**config.mk**
```make
export PLATFORM = sky130hd
export DESIGN_NAME = rr_encode_arbiter
export DESIGN_NICKNAME = d
export VERILOG_FILES = /design/src/rtl/arb_pkg.sv /design/src/rtl/rr_pick.sv /design/src/rtl/rr_encode_arbiter.sv
export SDC_FILE = /design/constraint.sdc
export NUM_CORES = 1
export LEC_CHECK = 0
export CAP_MARGIN = 20
export CORE_MARGIN = 4
export CORE_UTILIZATION = 54
export CTS_CLUSTER_DIAMETER = 80
export CTS_CLUSTER_SIZE = 14
export DETAILED_ROUTE_END_ITERATION = 16
export GPL_ROUTABILITY_DRIVEN = 0
export HOLD_SLACK_MARGIN = 0.12
export PLACE_DENSITY = 0.82
export SKIP_CTS_REPAIR_TIMING = 1
export SLEW_MARGIN = 5
export SYNTH_ARGS = -nofsm -noshare
export SYNTH_HDL_FRONTEND = slang
export SYNTH_HIERARCHICAL = 1
export SYNTH_SLANG_ARGS = --single-unit
```
**constraint.sdc**
```tcl
create_clock -name clk -period 4.5 [get_ports clk]
set_clock_uncertainty 0.15 [all_clocks]
set_input_delay 0.45 -clock clk [delete_from_list [all_inputs] [get_ports clk]]
set_output_delay 0.45 -clock clk [all_outputs]
set_load 0.01 [all_outputs]
```
**src/rtl/arb_pkg.sv**
```systemverilog
// arb_pkg: shared constants and FSM state type for the round-robin encode arbiter.
package arb_pkg;
    localparam int N_REQ       = 8;
    localparam int IDX_W       = 3;
    localparam int TIMEOUT_DEF = 16;
    typedef enum logic {IDLE, GRANT} state_t;
endpackage

```
**src/rtl/rr_pick.sv**
```systemverilog
// rr_pick: combinational round-robin pick; rotate req by ptr, take lowest set bit, un-rotate.
module rr_pick
    import arb_pkg::*;
#(
    parameter int N = N_REQ,
    parameter int W = IDX_W
) (
    input  logic [N-1:0] req,
    input  logic [W-1:0] ptr,
    output logic [N-1:0] pick_oh,
    output logic [W-1:0] pick_idx,
    output logic         pick_any
);
    logic [N-1:0] w_rot;
    logic [W-1:0] w_low;
    logic [W:0]   w_sum;
    always_comb begin
        w_rot = N'({req, req} >> ptr);
        w_low = '0;
        for (int i = N - 1; i >= 0; i--)
            if (w_rot[i]) w_low = W'(i);
        w_sum    = {1'b0, w_low} + {1'b0, ptr};
        pick_idx = (w_sum >= (W+1)'(N)) ? W'(w_sum - (W+1)'(N)) : w_sum[W-1:0];
        pick_any = |req;
        pick_oh  = pick_any ? (N'(1) << pick_idx) : '0;
    end
endmodule

```
**src/rtl/rr_encode_arbiter.sv**
```systemverilog
// rr_encode_arbiter: 8-way round-robin arbiter with registered one-hot and encoded grant.
// Define ARB_TIMEOUT_EN to force release after TIMEOUT grant cycles.
module rr_encode_arbiter
    import arb_pkg::*;
#(
    parameter int N       = N_REQ,
    parameter int W       = IDX_W,
    parameter int TIMEOUT = TIMEOUT_DEF
) (
    input  logic         clk,
    input  logic         rst,
    input  logic [N-1:0] req,
    input  logic         rel,
    output logic [N-1:0] gnt,
    output logic         gnt_vld,
    output logic [W-1:0] gnt_idx,
    output logic         timeout
);
    state_t       r_state, w_next;
    logic [W-1:0] r_ptr, r_idx;
    logic [N-1:0] r_gnt;
    logic [N-1:0] w_pick_oh;
    logic [W-1:0] w_pick_idx;
    logic         w_pick_any, w_norm, w_force, w_release;

    if (W != $clog2(N) || TIMEOUT < 2) begin : g_bad_cfg
        $error("rr_encode_arbiter: W must equal clog2(N) and TIMEOUT must be at least 2");
    end

    rr_pick #(.N(N), .W(W)) u_pick (
        .req      (req),
        .ptr      (r_ptr),
        .pick_oh  (w_pick_oh),
        .pick_idx (w_pick_idx),
        .pick_any (w_pick_any)
    );

`ifdef ARB_TIMEOUT_EN
    localparam int W_T = $clog2(TIMEOUT);
    logic [W_T-1:0] r_timer;
    logic           r_timeout;
    // Timer sits at zero outside GRANT, so it is already clear on grant entry.
    always_ff @(posedge clk) begin
        r_timer   <= (rst || r_state != GRANT) ? '0 : r_timer + 1'b1;
        r_timeout <= !rst && w_force;
    end
    assign w_force = (r_state == GRANT) && !w_norm && (r_timer == W_T'(TIMEOUT - 1));
    assign timeout = r_timeout;
`else
    assign w_force = 1'b0;
    assign timeout = 1'b0;
`endif

    always_comb begin
        w_norm    = (r_state == GRANT) && (rel || !req[r_idx]);
        w_release = w_norm || w_force;
        w_next    = (r_state == IDLE) ? (w_pick_any ? GRANT : IDLE)
                                      : (w_release ? IDLE : GRANT);
    end

    always_ff @(posedge clk) begin
        if (rst) begin
            r_state <= IDLE;
            r_ptr   <= '0;
            r_gnt   <= '0;
            r_idx   <= '0;
        end else begin
            r_state <= w_next;
            if (r_state == IDLE && w_pick_any) begin
                r_gnt <= w_pick_oh;
                r_idx <= w_pick_idx;
            end else if (w_release) begin
                r_gnt <= '0;
                r_idx <= '0;
                r_ptr <= (r_idx == W'(N - 1)) ? '0 : r_idx + 1'b1;
            end
        end
    end

    assign gnt     = r_gnt;
    assign gnt_vld = |r_gnt;
    assign gnt_idx = r_idx;
endmodule

```
==> results of run 1 <==
-- worst max-delay path, stage by stage --
cell and delay, ns:
sky130_fd_sc_hd__clkdlybuf4s50_1 0.58, sky130_fd_sc_hd__mux4_2 0.54, sky130_fd_sc_hd__or2_2 0.29, sky130_fd_sc_hd__o22ai_1 0.14, sky130_fd_sc_hd__a31oi_1 0.06, sky130_fd_sc_hd__a21oi_1 0.16, sky130_fd_sc_hd__ha_1 0.16, sky130_fd_sc_hd__inv_1 0.05
sky130_fd_sc_hd__fa_1 0.49, sky130_fd_sc_hd__nand4_1 0.13, sky130_fd_sc_hd__a21oi_1 0.10, sky130_fd_sc_hd__a2111o_1 0.49, sky130_fd_sc_hd__nor2_1 0.13, sky130_fd_sc_hd__inv_1 0.06, sky130_fd_sc_hd__a21oi_1 0.15, sky130_fd_sc_hd__a21oi_1 0.06
sky130_fd_sc_hd__nor3_1 0.17
-- sequential cells by signal, indices dropped and copies added, names as in the netlist --
| signal | cells |
|---|---|
| r_ptr | 3 |
| r_state | 1 |
| gnt_idx | 3 |
| gnt | 8 |
-- area by class of cell --
type	instances	area [sq um]	share of cell area, %
well taps	31	38.79	2.211
clock buffers	3	22.52	1.284
clock inverters	1	5.005	0.2853
inverters	10	37.54	2.140
flip-flops and latches	15	301.5	17.19
repair buffers	24	235.2	13.41
multi-input cells	141	1114	63.48
-- through the flow --
step | total power (uW) | util, % | instance area [sq um] | hold slack, ns | instances
CTS | 627.7 | 63.57 | 1753 | 0.3690 | 225
floorplan | 447.4 | - | 1554 | 0.3358 | 182
global route | 674.8 | 63.61 | 1754 | 0.3925 | 225
detailed placement | 545.3 | 62.57 | 1725 | 0.3374 | 221
global placement | 527.4 | 62.57 | 1725 | 0.3360 | 221
finish | 627.0 | 63.61 | 1754 | 0.3690 | 225
-- worst max-delay path by stage --
stage                                     start                       to
after floorplan           r_ptr[2]$_SDFFE_PP0P_  gnt_idx[2]$_SDFFE_PP0P_
after global placement                   req[2]  gnt_idx[2]$_SDFFE_PP0P_
after detailed placement                 req[6]  gnt_idx[2]$_SDFFE_PP0P_
after CTS                 r_ptr[1]$_SDFFE_PP0P_  gnt_idx[2]$_SDFFE_PP0P_
after global routing                     req[6]  gnt_idx[2]$_SDFFE_PP0P_
final                                    req[6]  gnt_idx[2]$_SDFFE_PP0P_
-- cell usage after synthesis (3+ instances only) --
master / number / area, sq um
sky130_fd_sc_hd__a21oi_1: 10 / 50.05
sky130_fd_sc_hd__a22o_1: 10 / 87.58
sky130_fd_sc_hd__a31oi_1: 3 / 18.77
sky130_fd_sc_hd__buf_2: 3 / 15.01
sky130_fd_sc_hd__buf_4: 4 / 30.03
sky130_fd_sc_hd__buf_6: 3 / 33.78
sky130_fd_sc_hd__clkbuf_1: 5 / 18.77
sky130_fd_sc_hd__dfxtp_1: 15 / 300.3
sky130_fd_sc_hd__ha_1: 3 / 37.54
sky130_fd_sc_hd__inv_1: 10 / 37.54
sky130_fd_sc_hd__mux2_2: 6 / 67.56
sky130_fd_sc_hd__mux2i_1: 11 / 110.1
sky130_fd_sc_hd__mux4_2: 8 / 180.2
sky130_fd_sc_hd__nand2_1: 5 / 18.77
sky130_fd_sc_hd__nand2b_1: 4 / 25.02
sky130_fd_sc_hd__nand3_1: 9 / 45.04
sky130_fd_sc_hd__nand4_1: 3 / 18.77
sky130_fd_sc_hd__nor2_1: 23 / 86.33
sky130_fd_sc_hd__nor3_1: 7 / 35.03
sky130_fd_sc_hd__o21ai_0: 3 / 15.01
-- report_power, final --
group	leakage [uW]	switching [uW]	internal [uW]
clock network	0.0000177	46.8	33.2
registers	0.000123	45.7	154
logic	0.000501	173	174
total	0.000642	266	361
-- kinds of logic (layout without fill, tap and decap cells) --
kind of cell	count (synthesis)	count (layout)	synth area share, %
buf+inv	26	38	9.017
fa+ha+maj	4	4	3.704
compound gates	44	44	21.90
flops	15	15	19.32
other cells	1	1	0.2413
mux	26	26	23.99
simple gates	66	66	21.82
-- placed cells by master (no fill, tap or decap), types with 2 or more instances in the layout --
| cell | count |
|---|---|
| sky130_fd_sc_hd__mux4_2 | 8 |
| sky130_fd_sc_hd__nor3b_1 | 2 |
| sky130_fd_sc_hd__nor2_1 | 23 |
| sky130_fd_sc_hd__nand3_1 | 9 |
| sky130_fd_sc_hd__nor2b_1 | 2 |
| sky130_fd_sc_hd__a21boi_0 | 2 |
| sky130_fd_sc_hd__a22o_1 | 10 |
| sky130_fd_sc_hd__dfxtp_1 | 14 |
| sky130_fd_sc_hd__o32ai_1 | 2 |
| sky130_fd_sc_hd__buf_4 | 2 |
| sky130_fd_sc_hd__inv_1 | 10 |
| sky130_fd_sc_hd__a31oi_1 | 3 |
| sky130_fd_sc_hd__o21ai_0 | 3 |
| sky130_fd_sc_hd__and2_1 | 2 |
| sky130_fd_sc_hd__nand4b_1 | 2 |
| sky130_fd_sc_hd__nand2_1 | 5 |
| sky130_fd_sc_hd__mux2i_1 | 11 |
| sky130_fd_sc_hd__ha_1 | 3 |
| sky130_fd_sc_hd__nor4_1 | 2 |
| sky130_fd_sc_hd__nand2b_1 | 4 |
| sky130_fd_sc_hd__clkdlybuf4s50_1 | 22 |
| sky130_fd_sc_hd__mux2_2 | 6 |
| sky130_fd_sc_hd__clkbuf_4 | 3 |
| sky130_fd_sc_hd__nand4_1 | 3 |
| sky130_fd_sc_hd__nor3_1 | 7 |
| sky130_fd_sc_hd__a21oi_1 | 10 |
| sky130_fd_sc_hd__a311o_1 | 2 |
-- per-layer routing --
metal,vias up,wire length (um),track usage [%]
met5,-,0,0
met4,0,56,7.879
met3,8,176,3.564
met2,59,1977,39.16
met1,722,1669,28.48
li1,713,-,-
==> impl_summary.txt, run 1 <==
----------------------------------------------------
[Die]
  I/O pin total ... 24
  Die Area ... 3800 sq um
  Die Y ... 61.65 um
  Starting density of the core ... 56.35%
  Cell Rows ... 19
  Core Footprint ... 2758 sq um
  Floorplan die width ... 61.65 um

[Run]
  Max-cap viol count ... 0

[Clock network]
  CTS Sinks ... 15
  Reg clk slew, reported paths ... 0.10 ns
  Clk buf depth ... 2
  Num CTS Buffers ... 3
  Clock latency of the later-clocked register in the worst-skew pair ... 0.30 ns
  CTS tree ... yes
  Library cell used as clock root buffer ... sky130_fd_sc_hd__clkbuf_4
  Max H-tree Level ... 1

[Worst setup path]
  Number of cells traversed by the worst register-to-register path ... 18
  Type of the worst setup path ... input port to register
  Critical R2R Capture ... gnt_idx[2]$_SDFFE_PP0P_
  Start of the worst register-to-register path ... r_ptr[1]$_SDFFE_PP0P_
  Data required, critical path ... 4.57 ns
  Register-to-register setup slack ... 0.60 ns
  Type of origin of the critical path ... input port
  Endpoint kind of the worst setup timing path ... register
  CP max FO ... 10
  Worst endpoint data arrival time ... 4.21 ns

[STA]
  Setup repair after global routing missed its margin ... no
  Worst rel slew slack ... 56.99%
  Final critical delay including setup and external delays ... 4.144 ns
  Final sum of negative setup slack ... 0 ns
  Fraction of the cycle the final worst path needs ... 92.09%
  Setup violations, final ... 0
  Setup WS post-layout ... 0.3559 ns
  Highest Clock Rate ... 241.3 MHz
  Final number of max-transition violations ... 0
  Transition at the pin with the smallest max-transition slack ... 0.6428 ns
  Hold violation total from the final report ... 0

[Synthesis]
  Synth async-reset ratio ... 0%
  Post-synth EDFFs ... 0
  Total nets after synthesis ... 197
  Share of the yosys chip area belonging to registers ... 19.32%
  Post-synthesis area per instance ... 8.538 sq um
  Count of unique library cells instantiated by Yosys ... 49
  Total of flip-flops plus latches after synthesis ... 15
  Leading register cell type out of synthesis ... sky130_fd_sc_hd__dfxtp_1
  Cell area after synthesis ... 1554 sq um
  Post-synthesis cell count ... 182
  Yosys synthesis warning count ... 6

[Drt]
  Routed wire length per instance ... 17.24 um
  Routed vias/inst ... 6.676
  Total routed wirelength ... 3.880 mm
  Antenna violation net count after detailed routing ... 0
  Drc violations ... 0
  TritonRoute pass-1 iters ... 4
  Starting DRC count in detailed routing ... 98
  Total vias in the final route ... 1502

[Cells and area]
  Final Net Count ... 210
  Synth-to-layout area growth ... 12.88%
  Diode insertion count for antenna repair ... 0
  Filler cells ... 228
  Share of post-route cells with drive strength above 1 ... 13.92%

[Hold path]
  Hold Path Origin ... gnt[4]$_SDFFE_PP0P_
  Destination of the worst hold path ... gnt[4]$_SDFFE_PP0P_
  Hold Path Class ... register to register
  Hold depth ... 1

[Global route]
  Final global-route overflow total ... 0
  Initial antenna violation count ... 0
  Aggregate global-route resource usage ... 22.67%
  Vias in the first global route ... 1410
  Wire length of the first global-routing pass ... 6.417 mm
  Largest net degree at the start of global routing ... 23

[Place]
  Pre-CTS setup slack ... 0.07483 ns
  IO Port Bufs ... 22
  Detailed placement HPWL ... 2.919 mm

[Pwr]
  Pleak ... 0.0006416 uW
  Peak supply drop ... 0.2306 mV
  Power density over the cells ... 357.5 nW/um^2

[Run status]
  Outcome ... finished clean

----------------------------------------------------
Note: power is estimated with default switching activity, not from simulation.
==> run 2: changes to the inputs <==
--- a/config.mk
+++ b/config.mk
@@ -7,13 +7,13 @@
 export LEC_CHECK = 0
 export CAP_MARGIN = 20
 export CORE_MARGIN = 4
-export CORE_UTILIZATION = 54
+export CORE_UTILIZATION = 30
 export CTS_CLUSTER_DIAMETER = 80
 export CTS_CLUSTER_SIZE = 14
 export DETAILED_ROUTE_END_ITERATION = 16
 export GPL_ROUTABILITY_DRIVEN = 0
 export HOLD_SLACK_MARGIN = 0.12
-export PLACE_DENSITY = 0.82
+export PLACE_DENSITY = 0.52
 export SKIP_CTS_REPAIR_TIMING = 1
 export SLEW_MARGIN = 5
 export SYNTH_ARGS = -nofsm -noshare
==> run 2 against run 1 <==
- worst hold slack got worse by 0.010 ns
- clock power up 35%
- flip-flop and latch count stayed put
- total power increased by 3.8%
- combinational power is essentially flat
- die area rose by 68%
==> impl_summary.txt, run 2 (same netlist as run 1, synthesis figures left out) <==
----------------------------------------------------
[Run status]
  Outcome ... finished clean

[Worst setup path]
  Worst-path cell with the longest stage delay ... sky130_fd_sc_hd__clkdlybuf4s50_1
  Cell occurring most often along the worst timing path ... sky130_fd_sc_hd__a21oi_1
  Endpoint kind of the worst setup timing path ... register
  Cell Chain, Critical Path ... clkdlybuf4s50_1, mux4_2, or2_2, o22ai_1, a31oi_1, a21oi_1, ha_1, inv_1, fa_1, nand4b_1, a21boi_0, a2111o_1, nor2_1, inv_1, a21oi_1, a21oi_1, nor3_1
  CP max FO ... 10 (unchanged)
  Max incr delay on CP ... 0.58 ns (about the same)
  Type of the worst setup path ... input port to register
  Worst endpoint data arrival time ... 4.15 ns (-0.06 ns)
  Type of origin of the critical path ... input port
  Data required, critical path ... 4.52 ns (-0.05 ns)
  Critical R2R Capture ... gnt_idx[2]$_SDFFE_PP0P_
  Register-to-register setup slack ... 0.43 ns (-0.17 ns)
  Crit path from ... req[2]
  Start of the worst register-to-register path ... r_ptr[1]$_SDFFE_PP0P_
  Number of cells traversed by the worst register-to-register path ... 13 (-5)

[Clock network]
  CTS tree ... yes
  Clock latency of the later-clocked register in the worst-skew pair ... 0.25 ns (-0.05 ns)
  CTS Sinks ... 15 (unchanged)
  Num CTS Buffers ... 3 (unchanged)
  Library cell used as clock root buffer ... sky130_fd_sc_hd__clkbuf_8
  Clk buf depth ... 2 (unchanged)
  Reg clk slew, reported paths ... 0.06 ns (-0.04 ns)
  Max H-tree Level ... 1 (unchanged)

[Die]
  Core Footprint ... 4880 sq um (+77%)
  Die Area ... 6395 sq um (+68%)
  Floorplan die width ... 79.97 um (+30%)
  Die Y ... 79.97 um (+30%)
  Cell Rows ... 25 (+6)
  I/O pin total ... 24 (unchanged)
  Starting density of the core ... 31.85% (-25 points)

[Pwr]
  Relative contribution of the clock network to total power ... 16.5% (+3.7 points)
  Share of total power in sequential cells ... 30.3% (-1.5 points)
  Internal power contribution ... 393.9 uW (+9.1%)
  Switching power as a share of total power ... 39.46% (-2.9 points)
  Combinational Power Share ... 53.2% (-2.2 points)
  Post-layout power ... 650.6 uW (+3.8%)
  Net switching power ... 256.7 uW (-3.4%)
  Pleak ... 0.0006666 uW (+3.9%)
  Peak supply drop ... 0.1550 mV (-33%)
  Power density over the cells ... 352.5 nW/um^2 (-1.4%)

[STA]
  Final number of max-transition violations ... 0 (unchanged)
  Setup violations, final ... 0 (unchanged)
  Highest Clock Rate ... 242.2 MHz (+0.39%)
  Worst rel slew slack ... 49.07% (-7.9 points)
  Transition at the pin with the smallest max-transition slack ... 0.7629 ns (+0.1200 ns)
  Fraction of the cycle the final worst path needs ... 91.74% (-0.35 points)
  Final critical delay including setup and external delays ... 4.128 ns (-0.01595 ns)
  Final sum of negative setup slack ... 0 ns (unchanged)
  Setup repair after global routing missed its margin ... no
  Hold violation total from the final report ... 0 (unchanged)

[Place]
  Detailed placement HPWL ... 2.939 mm (+0.69%)
  Post-placement cell count ... 261 (+18%)
  IO Port Bufs ... 22 (unchanged)
  Area of placed instances ... 1800 sq um (+4.4%)

[Cells and area]
  Area of all placed cells without fillers ... 1846 sq um (+5.2%)
  Diode insertion count for antenna repair ... 0 (unchanged)
  Post-route non-filler standard cell count ... 265 (+18%)
  Final Net Count ... 214 (+1.9%)
  Most common cell after layout, fill and taps aside ... sky130_fd_sc_hd__nor2_1
  Filler cells ... 520 (+130%)
  Flip-flop count of the largest register after layout ... 8 (unchanged)
  Top library cells by usage in the layout, fill and taps aside ... sky130_fd_sc_hd__nor2_1, sky130_fd_sc_hd__clkdlybuf4s50_1, sky130_fd_sc_hd__dfxtp_1
  Synth-to-layout area growth ... 18.76%
  Share of post-route cells with drive strength above 1 ... 14.65% (+0.73 points)

[Drt]
  Total vias in the final route ... 1434 (-4.5%)
  Drc violations ... 0 (unchanged)
  Total routed wirelength ... 3.791 mm (-2.3%)
  Starting DRC count in detailed routing ... 96 (-2.0%)
  Routed vias/inst ... 5.411 (-19%)
  TritonRoute pass-1 iters ... 4 (unchanged)
  Antenna violation net count after detailed routing ... 0 (unchanged)
  Routed wire length per instance ... 14.31 um (-17%)

[Global route]
  Final global-route overflow total ... 0 (unchanged)
  Initial antenna violation count ... 0 (unchanged)
  Aggregate global-route resource usage ... 12.38% (-10 points)
  Largest net degree at the start of global routing ... 17 (-26%)
  Wire length of the first global-routing pass ... 6.354 mm (-0.98%)
  Vias in the first global route ... 1299 (-7.9%)

[Hold path]
  Hold Path Class ... register to register
  Hold depth ... 1 (unchanged)
  Destination of the worst hold path ... gnt[5]$_SDFFE_PP0P_
  Hold Path Origin ... gnt[5]$_SDFFE_PP0P_

[Run]
  Max-cap viol count ... 0 (unchanged)

----------------------------------------------------
run 2: layout make-up:
type,instances,area [sq um],share of cell area [%]
multi-input cells,141,1114,60.34
flip-flops and latches,15,300.3,16.27
repair buffers,28,265.3,14.37
well taps,67,83.83,4.542
clock buffers,4,45.04,2.441
inverters,10,37.54,2.034
run 2: worst max-delay path by stage:
stage	end	slack (ns)	cells past startpoint
floorplan	gnt_idx[2]$_SDFFE_PP0P_	0.78	18
global placement	gnt_idx[2]$_SDFFE_PP0P_	0.23	17
detailed placement	gnt_idx[2]$_SDFFE_PP0P_	0.14	17
CTS	gnt_idx[2]$_SDFFE_PP0P_	0.40	17
global route	gnt_idx[2]$_SDFFE_PP0P_	0.07	18
finish	gnt_idx[2]$_SDFFE_PP0P_	0.37	17
run 2: worst max-delay path: cells and delay by family:
kind                       cells  cell delay [ns]
AOI/OAI and AO/OA              7             1.11
adders and majority gates      2             0.64
buffers and inverters          3             0.69
muxes                          1             0.54
and+or+nand+nor                4             0.71
run 2: metrics by stage:
stage	hold slack [ns]	worst slack, ns	utilization (%)
after floorplan	0.3358	0.7844	-
after global placement	0.3455	0.2288	36.90
after detailed placement	0.3436	0.1427	36.90
after CTS	0.3635	0.3996	37.82
after global routing	0.3900	0.07281	37.82
final	0.3585	0.3719	37.82
run 2: power by group through the flow:
stage,Sequential [uW],Combinational [uW],Clock (uW)
after floorplan,180,268,0
after global placement,201,347,0
after detailed placement,200,347,0
after CTS,198,347,110
after global routing,204,382,117
final,197,346,108
run 2: layer usage:
metal	vias to the layer above	GRT usage (%)	share of wire, %
li1	719	-	-
met1	685	17.03	49
met2	25	19.78	47
met3	5	1.467	2.9
met4	0	4.392	1.2
met5	-	0	0
==> run 3: changes to the inputs <==
--- a/config.mk
+++ b/config.mk
@@ -15,7 +15,7 @@
 export HOLD_SLACK_MARGIN = 0.12
 export PLACE_DENSITY = 0.52
 export SKIP_CTS_REPAIR_TIMING = 1
-export SLEW_MARGIN = 5
+export SLEW_MARGIN = 20
 export SYNTH_ARGS = -nofsm -noshare
 export SYNTH_HDL_FRONTEND = slang
 export SYNTH_HIERARCHICAL = 1
==> results of run 3 <==
The final DEF is identical to that of run 2; final timing and power are the same.
